--- config.mk ---
export PLATFORM = sky130hd
export DESIGN_NAME = e203_exu_alu_dpath_seq
export DESIGN_NICKNAME = d
export VERILOG_FILES = /design/src/rtl/e203_exu_alu_dpath_seq.sv
export SDC_FILE = /design/constraint.sdc
export NUM_CORES = 1
export LEC_CHECK = 0
export BUFFER_PORTS_ARGS = -buffer_cell sky130_fd_sc_hd__buf_2
export CAP_MARGIN = 20
export CORE_ASPECT_RATIO = 1.25
export CORE_MARGIN = 3
export CORE_UTILIZATION = 61
export DETAILED_ROUTE_END_ITERATION = 6
export PLACE_DENSITY = 0.83
export SLEW_MARGIN = 20
export SYNTH_ARGS = -nofsm -noshare
export SYNTH_HDL_FRONTEND = slang
export SYNTH_SLANG_ARGS = --single-unit
--- constraint.sdc ---
create_clock -name clk -period 3.26 [get_ports clk]
set_clock_uncertainty 0.2 [all_clocks]
set_input_delay 0.326 -clock clk [delete_from_list [all_inputs] [get_ports clk]]
set_output_delay 0.326 -clock clk [all_outputs]
set_load 0.02 [all_outputs]
--- src/rtl/e203_exu_alu_dpath_seq.sv ---
// e203_exu_alu_dpath_seq
// Sequential ALU datapath with a valid/ready request and response handshake.
// It supports add, sub, xor, sll, srl, sra, or, and, slt, sltu and lui.
//
// Optional feature macro: E203_ALU_DPATH_FAST_SHIFT_EN
//   defined   : shifts use a single-cycle barrel shifter, and every op has a
//               latency of 1 cycle.
//   undefined : shifts with a non-zero amount step one bit per cycle in the
//               SHIFT state, giving a latency of 1 + shamt cycles.
// A req_op that is zero or has more than one bit set returns res=0, err=1.

module e203_exu_alu_dpath_seq #(
    parameter int XLEN = 32
) (
    input  logic            clk,
    input  logic            rst,
    input  logic            req_valid,
    output logic            req_ready,
    input  logic [10:0]     req_op,
    input  logic [XLEN-1:0] req_op1,
    input  logic [XLEN-1:0] req_op2,
    output logic            resp_valid,
    input  logic            resp_ready,
    output logic [XLEN-1:0] resp_res,
    output logic            resp_err,
    output logic            busy
);

    typedef enum logic [1:0] {
        IDLE  = 2'd0,
        SHIFT = 2'd1,
        RESP  = 2'd2
    } state_e;

    // Shift direction codes held in shk_q while the shift iterates
    localparam logic [1:0] SHK_SLL = 2'd0;
    localparam logic [1:0] SHK_SRL = 2'd1;
    localparam logic [1:0] SHK_SRA = 2'd2;

    state_e          state_q, state_d;
    logic [XLEN-1:0] res_q, res_d;
    logic            err_q, err_d;
    logic [XLEN-1:0] sh_q, sh_d;
    logic [4:0]      cnt_q, cnt_d;
    logic [1:0]      shk_q, shk_d;

    logic            accept;
    logic            opOneHot;
    logic [4:0]      shamt;
    logic [XLEN-1:0] aluRes;
    logic [XLEN-1:0] shStep;
    logic            sltBit;
    logic            sltuBit;
`ifndef E203_ALU_DPATH_FAST_SHIFT_EN
    logic            isShift;
`endif

    assign shamt     = req_op2[4:0];
    assign opOneHot  = (req_op != 11'd0) && ((req_op & (req_op - 11'd1)) == 11'd0);
    assign sltBit    = $signed(req_op1) < $signed(req_op2);
    assign sltuBit   = req_op1 < req_op2;
    assign req_ready = (state_q == IDLE) || ((state_q == RESP) && resp_ready);
    assign accept    = req_valid && req_ready;
`ifndef E203_ALU_DPATH_FAST_SHIFT_EN
    assign isShift   = req_op[3] || req_op[4] || req_op[5];
`endif

    assign resp_valid = (state_q == RESP);
    assign resp_res   = res_q;
    assign resp_err   = err_q;
    assign busy       = (state_q != IDLE);

    // Single-cycle result of the requested op (meaningful only when one-hot)
    always_comb begin
        aluRes = '0;
        if (req_op[0]) begin
            aluRes = req_op1 + req_op2;
        end else if (req_op[1]) begin
            aluRes = req_op1 - req_op2;
        end else if (req_op[2]) begin
            aluRes = req_op1 ^ req_op2;
        end else if (req_op[3]) begin
`ifdef E203_ALU_DPATH_FAST_SHIFT_EN
            aluRes = req_op1 << shamt;
`else
            aluRes = req_op1;
`endif
        end else if (req_op[4]) begin
`ifdef E203_ALU_DPATH_FAST_SHIFT_EN
            aluRes = req_op1 >> shamt;
`else
            aluRes = req_op1;
`endif
        end else if (req_op[5]) begin
`ifdef E203_ALU_DPATH_FAST_SHIFT_EN
            aluRes = $unsigned($signed(req_op1) >>> shamt);
`else
            aluRes = req_op1;
`endif
        end else if (req_op[6]) begin
            aluRes = req_op1 | req_op2;
        end else if (req_op[7]) begin
            aluRes = req_op1 & req_op2;
        end else if (req_op[8]) begin
            aluRes = {{(XLEN-1){1'b0}}, sltBit};
        end else if (req_op[9]) begin
            aluRes = {{(XLEN-1){1'b0}}, sltuBit};
        end else if (req_op[10]) begin
            aluRes = req_op2;
        end
    end

    // One-bit step of the iterative shifter; sra replicates the sign bit
    always_comb begin
        shStep = sh_q;
        case (shk_q)
            SHK_SLL: shStep = sh_q << 1;
            SHK_SRL: shStep = sh_q >> 1;
            default: shStep = {sh_q[XLEN-1], sh_q[XLEN-1:1]};
        endcase
    end

    // Next-state logic; a new accept overrides whatever RESP would do next
    always_comb begin
        state_d = state_q;
        res_d   = res_q;
        err_d   = err_q;
        sh_d    = sh_q;
        cnt_d   = cnt_q;
        shk_d   = shk_q;

        case (state_q)
            IDLE: begin
                state_d = IDLE;
            end
            SHIFT: begin
                sh_d  = shStep;
                cnt_d = cnt_q - 5'd1;
                if (cnt_q == 5'd1) begin
                    state_d = RESP;
                    res_d   = shStep;
                    err_d   = 1'b0;
                end
            end
            RESP: begin
                if (resp_ready) begin
                    state_d = IDLE;
                end
            end
            default: begin
                state_d = IDLE;
            end
        endcase

        if (accept) begin
            if (!opOneHot) begin
                state_d = RESP;
                res_d   = '0;
                err_d   = 1'b1;
`ifndef E203_ALU_DPATH_FAST_SHIFT_EN
            end else if (isShift && (shamt != 5'd0)) begin
                state_d = SHIFT;
                sh_d    = req_op1;
                cnt_d   = shamt;
                err_d   = 1'b0;
                if (req_op[4]) begin
                    shk_d = SHK_SRL;
                end else if (req_op[5]) begin
                    shk_d = SHK_SRA;
                end else begin
                    shk_d = SHK_SLL;
                end
`endif
            end else begin
                state_d = RESP;
                res_d   = aluRes;
                err_d   = 1'b0;
            end
        end
    end

    // State registers; reset drops any in-flight work and returns to IDLE
    always_ff @(posedge clk or posedge rst) begin
        if (rst) begin
            state_q <= IDLE;
            res_q   <= '0;
            err_q   <= 1'b0;
            sh_q    <= '0;
            cnt_q   <= 5'd0;
            shk_q   <= SHK_SLL;
        end else begin
            state_q <= state_d;
            res_q   <= res_d;
            err_q   <= err_d;
            sh_q    <= sh_d;
            cnt_q   <= cnt_d;
            shk_q   <= shk_d;
        end
    end

endmodule
==> metrics.yaml <==
cells_and_area:
  multi_input_area_sq_um: 6924
  nNetsFinal: 1672
  drive_gt1_frac: 0.2303
  area_growth_pct: 23.69
  regArea_sq_um: 1852
  post-route-util: 0.7769
  postLayoutCellArea_sq_um: 11710
  finalNonFillerCells: 1706
  num_antenna_cells: 0
  fillers: 1118
place:
  placed_cell_area_sq_um: 11340
  pre_cts_ws_ps: -235.0
  gp_congestion: 1.017
  hpwlAfterDp_microns: 27290
  dpl.cell_count: 1688
  io_buffers: 114
drt:
  wl_met2_microns: 16660
  maxUsedRoutingLayer: "met4"
  drc: 0
  first_pass_iters: 5
  drt_wl_total_microns: 35540
  vias: 11220
  wl_per_cell_microns: 20.83
  met1_length_microns: 13850
  wl_met3_microns: 3100
  initialDrtViolationCount: 1211
  drtAntennaViolNets: 0
  vias_per_cell: 6.576
sta:
  setup_ws_ps: 123.7
  fin_hold_ws_ps: 62.10
  grt_setup_unrepaired: "false"
  worstMarginPinSlew_ps: 829.1
  drv_slew: 0
  fin_crit_ps: 3136
  fmax_ghz: 0.3188
  setup_viol: 0
  final.period_utilization: 0.9621
  report.final.hold_viol_count: 0
  max-slew-margin-rel: 0.4458
global_routing:
  grt_pass1_wl_microns: 55920
  grt_pass1_vias: 10860
  grt_usage: 0.4007
  grt_overflow: 0
  antenna_found_initial: 0
  grt_max_degree: 49
logic_synthesis:
  synth_commonest_cells: "a21oi_1, nor2_1, inv_1, o21ai_0, ha_1"
  synth_nets: 1457
  syn_inst: 1278
  yosysMostFrequentCell: "a21oi_1"
  synth_area_leaders: "dfrtp_1, ha_1, a21oi_1"
  ys_seq_elements: 74
  syn_area_per_cell_sq_um: 7.410
  yosysWarnings: 0
  synth_top_area_frac: 0.1955
  syn-cell-area_sq_um: 9470
  async_reset_ff_frac: 1.000
  synth_flop_cell: "dfrtp_1"
  synth-edff-count: 0
  synth_area_leader_cell: "dfrtp_1"
  yosysUniqueCellTypes: 82
  ys_seq_area_frac: 0.1955
critical_path:
  r2r_slack_ps: 310
  critical_path_arrival_ps: 3220
  required_ps: 3340
  end_kind: "flip-flop"
  worst_path_largest_cell_delay_ps: 450
  setup.worst_path.class: "in2reg"
  cp_slowest_cell: "o311ai_0"
  crit_path_cell_trace: "buf_2, inv_1, buf_4, ha_1, or2_2, o221ai_1, a21oi_2, o2bb2ai_1, a31o_2, a21oi_1, o41ai_1, buf_4, xnor2_1, o311ai_0, o2bb2ai_1"
  start_kind: "primary input"
  worstPathMaxFanout: 4
power_and_ir_drop:
  peakVddDrop_mv: 0.2275
  p_leak_uw: 0.005497
  power_density_nw_per_um2: 307.8
clock_tree:
  clock_latency_ps: 360
  clkTransAtPathRegs_ps: 70
  clock-sinks: 74
  clk_path_buf_depth: 2
  htree_levels: 3
  cts_root_buffer: "clkbuf_16"
  cts_tree: "built"
  numCtsBuffers: 9
floorplanning:
  rows: 50
  die_w_microns: 117.4
  start_util: 0.6281
  fp.dieH_microns: 145.3
  core-area_sq_um: 15080
  die-area_sq_um: 17070
  ios: 115
run:
  cap_violations: 0
run_status:
  status: "completed"
min_path:
  hp-class: "in2reg"
==> cell families (layout without fill, tap and decap cells) <==
family | after synthesis | count (layout) | share of synthesized area
multiplexers | 35 | 35 | 0.03752
XOR/XNOR | 40 | 40 | 0.03699
flip-flops | 74 | 74 | 0.1955
adder cells (fa/ha/maj) | 101 | 101 | 0.1348
buffers and inverters | 196 | 416 | 0.08099
AO/OA/AOI/OAI | 526 | 526 | 0.3644
AND/OR/NAND/NOR | 306 | 306 | 0.1498
==> final cells by class <==
cell class | count | share of cell area
tap | 208 | 0.02222
sequential | 74 | 0.1581
multi-input combinational | 1008 | 0.5911
timing repair buffer | 292 | 0.1673
inverter | 108 | 0.03471
clock buffer | 10 | 0.02040
clock inverter | 6 | 0.006195
==> registers in the layout, summed over array words and instances (netlist names) <==
name and cells:
state_q 2, resp_err 1, resp_res 32, shk_q 2
cnt_q 5, sh_q 32
==> worst max-delay path, delay by kind of cell <==
kind | cells | cell delay [ps]
fa+ha+maj | 1 | 180
xor+xnor | 1 | 110
compound gates | 8 | 1820
simple gates | 1 | 290
buf+inv | 4 | 480
==> timing repair <==
item                       CTS  global route
hold endpoints to repair    26             0
setup buffers                0             1
hold buffers                 1             0
resized for setup            0            12
setup endpoints to repair    0            16
==> per-stage QoR <==
step | setup TNS (ps) | power (uW)
floorplan | 0 | 1865
global placement | -1262 | 2417
detailed placement | -2365 | 2440
CTS | 0 | 3544
global route | 0 | 3765
finish | 0 | 3606
==> cells in the final DEF (no fill, tap or decap), types with 74 or more instances in the layout <==
cell / Yosys / routed
nand2_1: 91 / 90
inv_1: 105 / 104
buf_4: 1 / 173
nor2_1: 116 / 114
a21oi_1: 152 / 149
o21ai_0: 99 / 97
buf_2: 10 / 114
dfrtp_1: 74 / 74
a211oi_1: 97 / 94
ha_1: 98 / 98
==> final timing paths <==
path / startpoint / endpoint / depth (start not counted)
worst min register to register: resp_err$_DFFE_PP0P_ / resp_err$_DFFE_PP0P_ / 2
min in group asynchronous: rst / shk_q[0]$_DFFE_PP0P_ / 3
worst max register to register: state_q[1]$_DFFE_PP0P_ / resp_res[30]$_DFF_PP0_ / 9
worst min-delay path: req_op1[10] / sh_q[10]$_DFF_PP0_ / 3
worst max-delay path: req_op2[1] / resp_res[19]$_DFF_PP0_ / 15
max in group asynchronous: rst / resp_res[11]$_DFF_PP0_ / 4
==> metal layers <==
layer / vias up / track usage
li1: 5134 / -
met3: 142 / 0.06277
met5: - / 0
met2: 685 / 0.6667
met1: 5258 / 0.5017
met4: 0 / 0.2107
==> power by group <==
part / internal, uW / total [uW] / switching (uW)
combinational: 626 / 1490 / 860
sequential: 960 / 1010 / 46.2
clock: 624 / 1110 / 490
(Power assumes the default switching activity.)
